## src/rtl/matrix_pkg.sv

```systemverilog
// rtl/matrix_pkg.sv - shared state encoding and protocol byte codes for matrix_loader
package matrix_pkg;

    typedef enum logic [2:0] {
        ST_HUNT    = 3'd0,
        ST_TARGET  = 3'd1,
        ST_DATA    = 3'd2,
        ST_CSUM    = 3'd3,
        ST_REPLY   = 3'd4,
        ST_WAIT_TX = 3'd5,
        ST_START   = 3'd6,
        ST_BUSY    = 3'd7
    } state_t;

    localparam logic [7:0] SYNC     = 8'hA5;
    localparam logic [7:0] ACK      = 8'h06;
    localparam logic [7:0] NAK      = 8'h15;
    localparam logic [7:0] TARGET_A = 8'h00;
    localparam logic [7:0] TARGET_B = 8'h01;

endpackage

```

## src/rtl/matrix_loader.sv

```systemverilog
// rtl/matrix_loader.sv - UART frame parser loading matrices A/B for matrix_mult, ACK/NAK reply, start handoff
// Optional inter-byte timeout: define MATRIX_LOADER_TIMEOUT_EN.
module matrix_loader
    import matrix_pkg::*;
#(
    parameter int         DIM            = 16,
    parameter logic [7:0] SYNC_BYTE      = SYNC,
    parameter int         TIMEOUT_CYCLES = 1_000_000
) (
    input  logic       clk,
    input  logic       rst,
    input  logic       rx_dv,
    input  logic [7:0] rx_byte,
    output logic       a_we,
    output logic [7:0] a_waddr,
    output logic [7:0] a_wdata,
    output logic       b_we,
    output logic [7:0] b_waddr,
    output logic [7:0] b_wdata,
    output logic       start,
    input  logic       done,
    output logic       tx_dv,
    output logic [7:0] tx_byte,
    input  logic       tx_done,
    input  logic       tx_active,
    output logic [2:0] status
);

    localparam logic [3:0] LAST = 4'(DIM - 1);

    state_t     state_q, state_d;
    logic       sel_q, sel_d;
    logic [3:0] row_q, row_d, col_q, col_d;
    logic [7:0] csum_q, csum_d;
    logic       loaded_a_q, loaded_a_d, loaded_b_q, loaded_b_d;
    logic [7:0] reply_q, reply_d;
    logic       wr_en_q, wr_en_d, wr_sel_q, wr_sel_d;
    logic [7:0] wr_addr_q, wr_addr_d, wr_data_q, wr_data_d;
    logic       tx_dv_q, tx_dv_d;
    logic [7:0] tx_byte_q, tx_byte_d;

`ifdef MATRIX_LOADER_TIMEOUT_EN
    logic [31:0] tmo_q, tmo_d;
    logic        parsing;
    assign parsing = (state_q == ST_TARGET) || (state_q == ST_DATA) || (state_q == ST_CSUM);
    assign tmo_d   = (parsing && !rx_dv) ? tmo_q + 32'd1 : 32'd0;
`endif

    always_comb begin
        state_d    = state_q;
        sel_d      = sel_q;
        row_d      = row_q;
        col_d      = col_q;
        csum_d     = csum_q;
        loaded_a_d = loaded_a_q;
        loaded_b_d = loaded_b_q;
        reply_d    = reply_q;
        wr_en_d    = 1'b0;
        wr_sel_d   = wr_sel_q;
        wr_addr_d  = wr_addr_q;
        wr_data_d  = wr_data_q;
        tx_dv_d    = 1'b0;
        tx_byte_d  = tx_byte_q;
        case (state_q)
            ST_HUNT: if (rx_dv && rx_byte == SYNC_BYTE) state_d = ST_TARGET;
            ST_TARGET: if (rx_dv) begin
                if (rx_byte == TARGET_A || rx_byte == TARGET_B) begin
                    sel_d   = (rx_byte == TARGET_B);
                    row_d   = 4'd0;
                    col_d   = 4'd0;
                    csum_d  = 8'd0;
                    state_d = ST_DATA;
                end else begin
                    reply_d = NAK;
                    state_d = ST_REPLY;
                end
            end
            ST_DATA: if (rx_dv) begin
                wr_en_d   = 1'b1;
                wr_sel_d  = sel_q;
                wr_addr_d = {row_q, col_q};
                wr_data_d = rx_byte;
                csum_d    = csum_q ^ rx_byte;
                // Any overwrite of a matrix invalidates the copy held in memory.
                if (row_q == 4'd0 && col_q == 4'd0) begin
                    if (sel_q) loaded_b_d = 1'b0;
                    else       loaded_a_d = 1'b0;
                end
                if (col_q == LAST) begin
                    col_d = 4'd0;
                    if (row_q == LAST) state_d = ST_CSUM;
                    else               row_d   = row_q + 4'd1;
                end else begin
                    col_d = col_q + 4'd1;
                end
            end
            ST_CSUM: if (rx_dv) begin
                if (sel_q) loaded_b_d = (rx_byte == csum_q);
                else       loaded_a_d = (rx_byte == csum_q);
                reply_d = (rx_byte == csum_q) ? ACK : NAK;
                state_d = ST_REPLY;
            end
            ST_REPLY: if (!tx_active) begin
                tx_dv_d   = 1'b1;
                tx_byte_d = reply_q;
                state_d   = ST_WAIT_TX;
            end
            ST_WAIT_TX: if (tx_done) state_d = (loaded_a_q && loaded_b_q) ? ST_START : ST_HUNT;
            ST_START: state_d = ST_BUSY;
            ST_BUSY: if (done) begin
                loaded_a_d = 1'b0;
                loaded_b_d = 1'b0;
                state_d    = ST_HUNT;
            end
            default: state_d = ST_HUNT;
        endcase
`ifdef MATRIX_LOADER_TIMEOUT_EN
        if (parsing && !rx_dv && tmo_q == 32'(TIMEOUT_CYCLES - 1)) begin
            if (state_q != ST_TARGET) begin
                if (sel_q) loaded_b_d = 1'b0;
                else       loaded_a_d = 1'b0;
            end
            reply_d = NAK;
            state_d = ST_REPLY;
        end
`endif
    end

    always_ff @(posedge clk) begin
        if (rst) begin
            state_q    <= ST_HUNT;
            sel_q      <= 1'b0;
            row_q      <= 4'd0;
            col_q      <= 4'd0;
            csum_q     <= 8'd0;
            loaded_a_q <= 1'b0;
            loaded_b_q <= 1'b0;
            reply_q    <= 8'd0;
            wr_en_q    <= 1'b0;
            wr_sel_q   <= 1'b0;
            wr_addr_q  <= 8'd0;
            wr_data_q  <= 8'd0;
            tx_dv_q    <= 1'b0;
            tx_byte_q  <= 8'd0;
`ifdef MATRIX_LOADER_TIMEOUT_EN
            tmo_q      <= 32'd0;
`endif
        end else begin
            state_q    <= state_d;
            sel_q      <= sel_d;
            row_q      <= row_d;
            col_q      <= col_d;
            csum_q     <= csum_d;
            loaded_a_q <= loaded_a_d;
            loaded_b_q <= loaded_b_d;
            reply_q    <= reply_d;
            wr_en_q    <= wr_en_d;
            wr_sel_q   <= wr_sel_d;
            wr_addr_q  <= wr_addr_d;
            wr_data_q  <= wr_data_d;
            tx_dv_q    <= tx_dv_d;
            tx_byte_q  <= tx_byte_d;
`ifdef MATRIX_LOADER_TIMEOUT_EN
            tmo_q      <= tmo_d;
`endif
        end
    end

    assign a_we    = wr_en_q & ~wr_sel_q;
    assign b_we    = wr_en_q & wr_sel_q;
    assign a_waddr = wr_addr_q;
    assign b_waddr = wr_addr_q;
    assign a_wdata = wr_data_q;
    assign b_wdata = wr_data_q;
    assign start   = (state_q == ST_START);
    assign tx_dv   = tx_dv_q;
    assign tx_byte = tx_byte_q;
    assign status  = state_q;

endmodule
```

## config.mk

```make
export PLATFORM = sky130hd
export DESIGN_NAME = matrix_loader
export DESIGN_NICKNAME = d
export VERILOG_FILES = /design/src/rtl/matrix_pkg.sv /design/src/rtl/matrix_loader.sv
export SDC_FILE = /design/constraint.sdc
export NUM_CORES = 1
export LEC_CHECK = 0
export CORE_MARGIN = 3
export CORE_UTILIZATION = 44
export CTS_CLUSTER_SIZE = 20
export DETAILED_ROUTE_END_ITERATION = 16
export PLACE_DENSITY_LB_ADDON = 0.05
export SYNTH_ARGS = -nofsm -noshare
export SYNTH_HDL_FRONTEND = slang
export SYNTH_SLANG_ARGS = --single-unit
```

## constraint.sdc

```tcl
create_clock -name clk -period 1.6 [get_ports clk]
set_input_delay 0.4 -clock clk [delete_from_list [all_inputs] [get_ports clk]]
set_output_delay 0.4 -clock clk [all_outputs]
set_load 0.02 [all_outputs]
```

Yosys cells after proc, flatten, opt, wreduce, memory -nomap -nowiden
Index checks and enable logic that the tools add are counted.

Bits in registers: 57. Input port bits: 14.

Equal/unequal tests: 29. Add/subtract/negate cells: 2. Bitwise operators: 7. Mux-type cells: 45. Reductions and logical operators: 22.

Operator list (count): two-way mux 8 bit (6); inequality test 2 bit, second input constant (17); two-way mux 3 bit (11); case mux 8 bit (2 select lines) (2); two-way mux 4 bit (7); case mux 3 bit (8 select lines) (1); case mux 4 bit (2 select lines) (2); AND reduction 7 bit (2); two-way mux 1 bit (13); equality test 3 bit, second input constant (4); AND reduction 9 bit (1); adder 4 x 1 -> 4 bit, second input constant (2); equality test 4 bit, second input constant (2); equality test 8 x 1 -> 1 bit, second input constant (1); equality test 8 bit (1); equality test 8 bit, second input constant (1); logical NOT 4 bit (2); logical NOT 8 bit (1); AND reduction 4 bit (2); XOR 8 bit (1); equality test 3 x 2 -> 1 bit, second input constant (2); case mux 1 bit (3 select lines) (2); AND reduction 6 bit (1); two-way mux 5 bit (1); 11 further kinds (20).

Logic depth before layout (Yosys ltp)
Gate-level depths: netlist of the first run.

Word-level depth: 5. Mapped depth: 7. Mapped depth without buffers: 7.

Least setup slack after synthesis of the first run
OpenSTA, ideal clock, no wires.

Kind: flip-flop to flip-flop. Start: reg state_q[2], in the netlist status[2]. End: reg state_q[2], in the netlist status[2]. Buffers on the path: 1. Path slack: -0.135 ns. Arrival time: 1.649 ns. Setup time: 0.086 ns. Stages on the path, launching flop included: 6. Period minus slack after synthesis: 1.735 ns. Path through: dfxtp_1 > buf_6 > nor2_2 > o311a_1 > or3_1 > a221oi_2.

Word-level cells in the longest chain between the ends: 3.

Ends and longest elaborated chain: start, declared (line matrix_loader.sv:31) `state_t state_q, state_d;`; start signal, assigned (line matrix_loader.sv:149) `state_q <= state_d;`; equality test 3 x 2 -> 1 bit, or another cell as far along (line matrix_loader.sv:64) `case (state_q)`; inequality test 2 bit (no line); AND reduction 9 bit (no line).

Several ways; a longest one is shown, not always the timed one. A chain may end at the register's enable or synchronous reset.

Worst setup path in the final report of the first run
Start: reg state_q[2], in the netlist status[2]. End: reg row_q[2].

Word-level cells in the longest chain between the ends: 3.

Ends and longest elaborated chain: equality test 3 x 2 -> 1 bit / equality test 3 x 1 -> 1 bit (equally long branches) (line matrix_loader.sv:64); inequality test 2 bit (no line) / nonzero test 2 bit (equally long branches); AND reduction 6 bit (no line); end signal, assigned (line matrix_loader.sv:151) `row_q <= row_d;`; end, declared (line matrix_loader.sv:33) `logic [3:0] row_q, row_d, col_q, col_d;`.

Several ways; a longest one is shown, not always the timed one.

==> impl_results.rst, run 1 <==
.. list-table::
   :header-rows: 1

   * - Metric
     - Value
   * - Outcome
     - finished, violations left
   * - Violated checks
     - negative setup slack
   * - TritonCTS clock tree
     - done
   * - CTS max path bufs
     - 2
   * - Element type at the critical path end
     - flop
   * - Global-route usage over all layers
     - 19.0%
   * - Post-synthesis async set-or-reset flop share
     - 0%
   * - Yosys warning count
     - 0
   * - Class of the tightest hold or removal check
     - in -> reg
   * - Power, Total
     - roughly 2 mW
   * - Via/cell ratio
     - about 5
   * - Buffer cell driving the clock tree root
     - sky130_fd_sc_hd__clkbuf_8
   * - Number of endpoints with negative hold slack in the final report
     - 0
   * - DRC errors left
     - 0
   * - Number of instances in the synthesized netlist
     - approximately 280
   * - Setup violations, final
     - 4
   * - Core box area
     - 4940 µm²
   * - Area of the multi-input gates
     - 1380 µm²
   * - Final net count
     - 386
   * - Share of layout cells above drive strength 1
     - 34.4%
   * - First drt pass iteration count
     - 6
   * - Placer congestion estimate
     - just under 0.9
   * - Count of H-tree levels built during CTS
     - 2
   * - Endpoint of the worst-slack reg-to-reg timing path
     - row_q[2]
   * - Initial standard-cell utilization of the core
     - a little under half
   * - Clock period minus final worst setup slack
     - approximately 1.7 ns
   * - Die Height
     - roughly 79 µm
   * - Final wirelength
     - approximately 6 mm
   * - Overall die width
     - between 70 and 80 µm
   * - Worst Setup Start Kind
     - flop
   * - Detailed-route wire length per cell
     - roughly 14 µm
   * - Kind of critical path
     - reg -> reg
   * - Via count of the first global-routing pass
     - between 2,000 and 2,500
   * - Layout fillers
     - between 400 and 500
   * - Power Dens Cells
     - a little under 600 nW/µm²
   * - Maximum Capacitance Violations
     - 0
   * - Overflow left after global routing
     - 0
   * - Clk sink count
     - 47
   * - Worst Path Arrival
     - around 1.9 ns
   * - Least setup slack across all paths after layout
     - -0.0588 ns
   * - End point of the most critical hold path
     - a_wdata[7]
   * - Startpoint of the tightest hold check path
     - rx_byte[7]
   * - Leak pwr
     - 1.54 nW
   * - Total half-perimeter wirelength after legalization and detailed placement
     - 4.20 mm
   * - Sequential standard cell area
     - 961 µm²
   * - Antenna diode instance count
     - 0
   * - Internal reg-to-reg setup slack
     - -0.06 ns
   * - Cell taking the most area after synthesis
     - sky130_fd_sc_hd__dfxtp_1
   * - Global-route wire length before repair
     - 9.52 mm
   * - Clock transition time at the flip-flop clock pins of the worst setup and hold paths
     - about 0.09 ns
   * - Required arrival time at the worst endpoint
     - around 1.8 ns
   * - Die area
     - about 6200 µm²
   * - Worst clock skew
     - 0.00776 ns
   * - Final period utilization
     - 104%
   * - Mean Syn Cell Area
     - about 8.3 µm²
   * - TNS Setup
     - -0.122 ns
   * - CP Max Fanout
     - 8
   * - Worst IR drop on VDD
     - around 0.00041 V
   * - Fraction of synthesized cell area taken by the top area cell type
     - about 40%
   * - Count of flip-flops with a built-in enable after synthesis
     - 0
   * - Total I/O pin count
     - 61
   * - Routed vias
     - 2,193
   * - Maximum number of pins on one net before global-route repair
     - 17
   * - Tightest hold margin
     - between 0.4 and 0.5 ns
   * - Final antenna-violating net count
     - 0
   * - Distinct cell type count after synthesis
     - between 40 and 50
   * - Worst setup slack after placement
     - -0.576 ns
   * - Fin. max-slew vios
     - 0
   * - Insertion delay of the later-clocked pin in the worst-skew pair
     - slightly above 0.3 ns
   * - Ys flop type
     - sky130_fd_sc_hd__dfxtp_1
   * - Depth of the worst register-to-register path
     - 6
   * - Site row count
     - 25
   * - Launch instance of the worst register-to-register path
     - status[2]
   * - Netlist area before placement
     - ~2300 µm²
   * - Number of cells on the worst hold path
     - 3
   * - DRC marker count from the first detailed-route iteration
     - between 80 and 90
   * - Setup repair after global routing missed its margin
     - true
   * - Register area share after synthesis
     - 40.1%
   * - Number of antenna violations at the first check in global routing
     - 0
   * - Number of buffers added on ports
     - 56
   * - Number of synthesized register bits
     - 47
   * - Clock buffer count from CTS
     - 5
   * - Area delta synth->final
     - 48.4%
   * - Post-layout util
     - 70.5%
   * - Main area contributors after synthesis
     - sky130_fd_sc_hd__dfxtp_1 (40%), sky130_fd_sc_hd__nand2_1 (7.5%), sky130_fd_sc_hd__buf_4 (7.4%)
   * - Maximum achievable frequency
     - about 0.6 GHz
state kept, by name, summed over array words and instances, names as in the netlist:
| register | count |
|---|---|
| a_wdata | 8 |
| a_waddr | 8 |
| wr_en_q | 1 |
| reply_q | 3 |
| sel_q | 1 |
| csum_q | 8 |
| wr_sel_q | 1 |
| loaded_b_q | 1 |
| tx_byte | 3 |
| loaded_a_q | 1 |
| tx_dv | 1 |
| status | 3 |
| col_q | 4 |
| row_q | 4 |
cells by family (layout without fill, tap and decap cells):
group | count (synthesis) | after routing | share of synthesized area, %
and+or+nand+nor | 114 | 114 | 24.6
AOI/OAI and AO/OA | 52 | 52 | 13.4
DFF | 47 | 47 | 40.1
buffers and inverters | 41 | 125 | 10.8
xor gates and xnor gates | 19 | 19 | 7.09
adders and majority gates | 4 | 4 | 2.13
muxes | 4 | 4 | 1.71
other | 1 | 4 | 0.160
placed cells by master, fill, tap and decap left out, types with 6 or more instances in the layout:
cell                            count
sky130_fd_sc_hd__nand2_1           33
sky130_fd_sc_hd__dfxtp_1           39
sky130_fd_sc_hd__nand2_4            6
sky130_fd_sc_hd__nor2_1            22
sky130_fd_sc_hd__a21oi_2           11
sky130_fd_sc_hd__inv_1              6
sky130_fd_sc_hd__dlygate4sd2_1     46
sky130_fd_sc_hd__a21oi_1           20
sky130_fd_sc_hd__buf_6              6
sky130_fd_sc_hd__xor2_1            14
sky130_fd_sc_hd__buf_4             45
sky130_fd_sc_hd__nand2_2            8
worst max path at each step:
stage / from / slack (ns) / cells past startpoint / end
after floorplan: status[2] / -0.04 / 5 / status[2]
after global placement: rx_byte[7] / -0.58 / 6 / row_q[2]
after detailed placement: rx_byte[7] / -0.58 / 6 / row_q[2]
after CTS: row_q[0] / -0.03 / 8 / loaded_b_q
after global routing: status[2] / -0.20 / 6 / row_q[2]
final: status[2] / -0.06 / 6 / row_q[2]
per-stage QoR:
stage / std cells / instance area, µm²
2_1_floorplan: 285 / 2370
3_3_place_gp: 416 / 3120
3_5_place_dp: 416 / 3120
4_1_cts: 431 / 3270
5_1_grt: 436 / 3480
6_report: 436 / 3480
area by class of cell:
type,count,area share [%]
clock buffers,5,1.98
clock inverters,3,0.575
inverters,7,0.754
multi-input cells,197,39.5
flip-flops and latches,47,27.6
well taps,67,2.41
repair buffers,110,27.2
cell usage after synthesis (2+ instances only):
cell / instances
sky130_fd_sc_hd__buf_2: 5
sky130_fd_sc_hd__buf_4: 23
sky130_fd_sc_hd__dfxtp_1: 47
sky130_fd_sc_hd__nand3b_1: 3
sky130_fd_sc_hd__a22oi_1: 2
sky130_fd_sc_hd__mux2i_1: 4
sky130_fd_sc_hd__and3_1: 2
sky130_fd_sc_hd__ha_1: 4
sky130_fd_sc_hd__a211oi_1: 2
sky130_fd_sc_hd__nor3_1: 4
sky130_fd_sc_hd__nor4_1: 2
sky130_fd_sc_hd__inv_1: 7
sky130_fd_sc_hd__xor2_1: 15
sky130_fd_sc_hd__nor2b_1: 4
sky130_fd_sc_hd__nand3_1: 6
sky130_fd_sc_hd__nor2_1: 23
sky130_fd_sc_hd__and2_1: 3
sky130_fd_sc_hd__or3_1: 6
sky130_fd_sc_hd__clkbuf_1: 5
sky130_fd_sc_hd__a21oi_1: 30
sky130_fd_sc_hd__nand4_1: 2
sky130_fd_sc_hd__nand2_1: 47
sky130_fd_sc_hd__o21ai_0: 8
sky130_fd_sc_hd__xnor2_1: 4
critical path: stages (launching register included):
cell and delay [ns]:
sky130_fd_sc_hd__dfxtp_4 0.36, sky130_fd_sc_hd__buf_12 0.13, sky130_fd_sc_hd__nor3b_4 0.31, sky130_fd_sc_hd__nand2_2 0.18, sky130_fd_sc_hd__a211oi_1 0.35, sky130_fd_sc_hd__xnor2_1 0.17, sky130_fd_sc_hd__nor2_1 0.05
timing repair:
action / 4_1_cts / 5_1_grt
setup endpoints to repair: 66 / 33
setup buffers: 7 / 5
hold buffers: 0 / 0
resized for setup: 75 / 71
pin swaps: 11 / 33
report_power, final:
part           internal [mW]  leakage, nW  switching [mW]
registers               1.16        0.384        0.000128
clock network          0.304       0.0402           0.415
logic                 0.0517         1.11          0.0766
total                   1.52         1.54           0.492
layer usage:
layer / wire length [µm] / part of all wire, % / vias up / global-route usage [%]
met4: 81 / 1.3 / 0 / 5.50
li1: - / - / 1095 / -
met3: 215 / 3.6 / 8 / 3.63
met1: 2710 / 45 / 1035 / 24.2
met5: 0 / 0 / - / 0
met2: 3000 / 50 / 55 / 32.6
No activity file was read; power rests on OpenSTA's default activity.
==> inputs of run 2 (changes only) <==
--- a/config.mk
+++ b/config.mk
@@ -6,7 +6,7 @@
 export NUM_CORES = 1
 export LEC_CHECK = 0
 export CORE_MARGIN = 3
-export CORE_UTILIZATION = 44
+export CORE_UTILIZATION = 49
 export CTS_CLUSTER_SIZE = 20
 export DETAILED_ROUTE_END_ITERATION = 16
 export PLACE_DENSITY_LB_ADDON = 0.05
==> constraint.sdc (replaced) <==
create_clock -name clk -period 1.9 [get_ports clk]
set_input_delay 0.475 -clock clk [delete_from_list [all_inputs] [get_ports clk]]
set_output_delay 0.475 -clock clk [all_outputs]
set_load 0.02 [all_outputs]
==> impl_results.rst, run 2 (synthesized netlist as in run 1, its figures left out) <==
.. list-table::
   :header-rows: 1

   * - Metric
     - Value
   * - TritonCTS clock tree
     - done
   * - Clock transition time at the flip-flop clock pins of the worst setup and hold paths
     - 0.08 ns (about the same)
   * - Element type at the critical path end
     - flop
   * - Number of buffers added on ports
     - 56 (unchanged)
   * - Total instance count after detailed placement
     - 394 (-5.3%)
   * - Share of layout cells above drive strength 1
     - 17.4% (-17 points)
   * - Post-CTS Hold Buffers
     - 0 (unchanged)
   * - Final wirelength
     - 5.07 mm (-16%)
   * - Via/cell ratio
     - 5.10 (+1.3%)
   * - Worst Setup Start Kind
     - primary input
   * - Antenna diode instance count
     - 0 (unchanged)
   * - CTS max path bufs
     - 2 (unchanged)
   * - DRC errors left
     - 0 (unchanged)
   * - Crit. path cell count
     - 8 (+2)
   * - Most frequent cells in the layout
     - sky130_fd_sc_hd__nand2_1 (47), sky130_fd_sc_hd__clkdlybuf4s50_1 (46), sky130_fd_sc_hd__dfxtp_1 (45)
   * - Clock buffer count from CTS
     - 5 (unchanged)
   * - Worst IR drop on VDD
     - 0.000371 V (-9.6%)
   * - Power, Total
     - 1.69 mW (-16%)
   * - Site row count
     - 24 (-4.0%)
   * - Class of the tightest hold or removal check
     - reg -> reg
   * - Critical path buffers and inverters
     - 3 (+2)
   * - Worst Path Arrival
     - 2.06 ns (+0.20 ns)
   * - Clock period minus final worst setup slack
     - roughly 1.9 ns
   * - CP Max Fanout
     - 4 (-4)
   * - Via count of the first global-routing pass
     - 1,807 (-11%)
   * - Leak pwr
     - 1.22 nW (-21%)
   * - Maximum achievable frequency
     - around 0.54 GHz
   * - Most frequent standard cell in the layout excluding fill and tap cells
     - sky130_fd_sc_hd__nand2_1
   * - Die area
     - 5660 µm² (-9.5%)
   * - Cell type group with the largest total delay on the critical path
     - buffers and inverters
   * - Final net count
     - 369 (-4.4%)
   * - Total half-perimeter wirelength after legalization and detailed placement
     - 3.79 mm (-9.7%)
   * - TNS Setup
     - 0 ns (+0.122 ns)
   * - Fin. max-slew vios
     - 0 (unchanged)
   * - Area delta synth->final
     - 34.6%
   * - Worst clock skew
     - 0.00519 ns (-0.00257 ns)
   * - Initial standard-cell utilization of the core
     - 52.5% (+5.0 points)
   * - Routed vias
     - 2,054 (-6.3%)
   * - Cell at the slowest stage of the critical path
     - sky130_fd_sc_hd__clkdlybuf4s50_1
   * - Final antenna-violating net count
     - 0 (unchanged)
   * - Global-route usage over all layers
     - 18.3% (-0.65 points)
   * - DRC marker count from the first detailed-route iteration
     - 100 (+12%)
   * - Most common cell on crit path
     - sky130_fd_sc_hd__buf_4
   * - Clk sink count
     - 47 (unchanged)
   * - Global-route wire length before repair
     - 8.06 mm (-15%)
   * - Layout fillers
     - 378 (-15%)
   * - Overall die width
     - 75.2 µm (-4.8%)
   * - Maximum number of pins on one net before global-route repair
     - 31 (+14)
   * - Buffer cell driving the clock tree root
     - sky130_fd_sc_hd__clkbuf_8
   * - Depth of the worst register-to-register path
     - 6 (unchanged)
   * - Placer congestion estimate
     - 0.812 (-6.6%)
   * - Count of H-tree levels built during CTS
     - 2 (unchanged)
   * - Critical Path Max Stage Delay
     - 0.45 ns (+0.09 ns)
   * - Number of endpoints with negative hold slack in the final report
     - 0 (unchanged)
   * - Number of cells on the worst hold path
     - 2 (-1)
   * - Setup repair after global routing missed its margin
     - true
   * - Insertion delay of the later-clocked pin in the worst-skew pair
     - 0.29 ns (-0.02 ns)
   * - Required arrival time at the worst endpoint
     - 2.10 ns (+0.30 ns)
   * - Tightest hold margin
     - 0.468 ns (+0.0533 ns)
   * - Detailed-route wire length per cell
     - 12.6 µm (-8.7%)
   * - Power Dens Cells
     - 536 nW/µm² (-7.1%)
   * - Total I/O pin count
     - 61 (unchanged)
   * - Post-layout util
     - 70.6% (+0.13 points)
   * - Maximum Capacitance Violations
     - 0 (unchanged)
   * - Kind of critical path
     - in -> reg
   * - Die Height
     - 75.2 µm (-4.8%)
   * - Setup violations, final
     - 0 (-4)
   * - Core box area
     - 4470 µm² (-9.5%)
   * - Final standard cell count with taps included and fillers excluded
     - 403 (-7.6%)
   * - Overflow left after global routing
     - 0 (unchanged)
   * - Cell breakdown of the critical path
     - clkdlybuf4s50_1 > nor4_2 > buf_4 > nand4_1 > buf_4 > a211oi_2 > xnor2_1 > nor2_1
   * - Outcome
     - finished, final reports clean
   * - Number of antenna violations at the first check in global routing
     - 0 (unchanged)
   * - First drt pass iteration count
     - 4 (-2)
   * - Final period utilization
     - 97.8%
[run 2: changes by cell type in the layout (fill, tap and decap cells not counted), sizes merged]
cell / delta
clkdlybuf4s15: -2
clkdlybuf4s50: +43
dlymetal6s2s: +3
clkinvlp: -2
buf: -20
dlygate4sd2: -40
[run 2: final timing paths]
check,endpoint,slack [ns],start
worst min-delay path,a_waddr[0],0.47,a_waddr[0]
worst max register to register,col_q[0],0.17,status[2]
worst min register to register,a_waddr[0],0.47,a_waddr[0]
worst max-delay path,row_q[2],0.04,rx_byte[7]
[run 2: layer usage]
| layer | GRT usage [%] | up-vias | part of all wire (%) |
|---|---|---|---|
| met5 | 0 | - | 0 |
| met4 | 6.21 | 0 | 1.4 |
| met3 | 3.60 | 8 | 3.7 |
| met2 | 31.1 | 48 | 47 |
| met1 | 23.3 | 936 | 48 |
| li1 | - | 1062 | - |
[run 2: per-stage QoR]
stage / worst slack [ns] / instance area [µm²]
after floorplan: 0.143 / 2360
after global placement: -0.305 / 3020
after detailed placement: -0.333 / 3020
after CTS: 0.000238 / 3110
after global routing: -0.0446 / 3160
final: 0.0427 / 3160
[run 2: final cells by class]
type,count,area [µm²],share of cell area [%]
flip-flops and latches,47,943,29.9
clock buffers,6,82.6,2.61
multi-input cells,197,1200,37.9
well taps,52,65.1,2.06
inverters,7,26.3,0.832
repair buffers,93,841,26.6
clock inverters,1,5.00,0.158
[run 2: timing repair]
item / in CTS / in global routing
setup buffers: 1 / 1
setup endpoints to repair: 6 / 18
resized for setup: 8 / 12
pin swaps: 4 / 3
[run 2: tightest hold or removal path: cells and delay by family (launching register included)]
kind	cells	cell delay, ns
flip-flops	1	0.32
AO/OA/AOI/OAI	1	0.05
AND/OR/NAND/NOR	1	0.05
[run 2: where the power goes]
part	switching, mW	internal (mW)	leakage (nW)
clock	0.319	0.286	0.0470
combinational	0.0557	0.0485	0.791
sequential	0.0000652	0.984	0.379
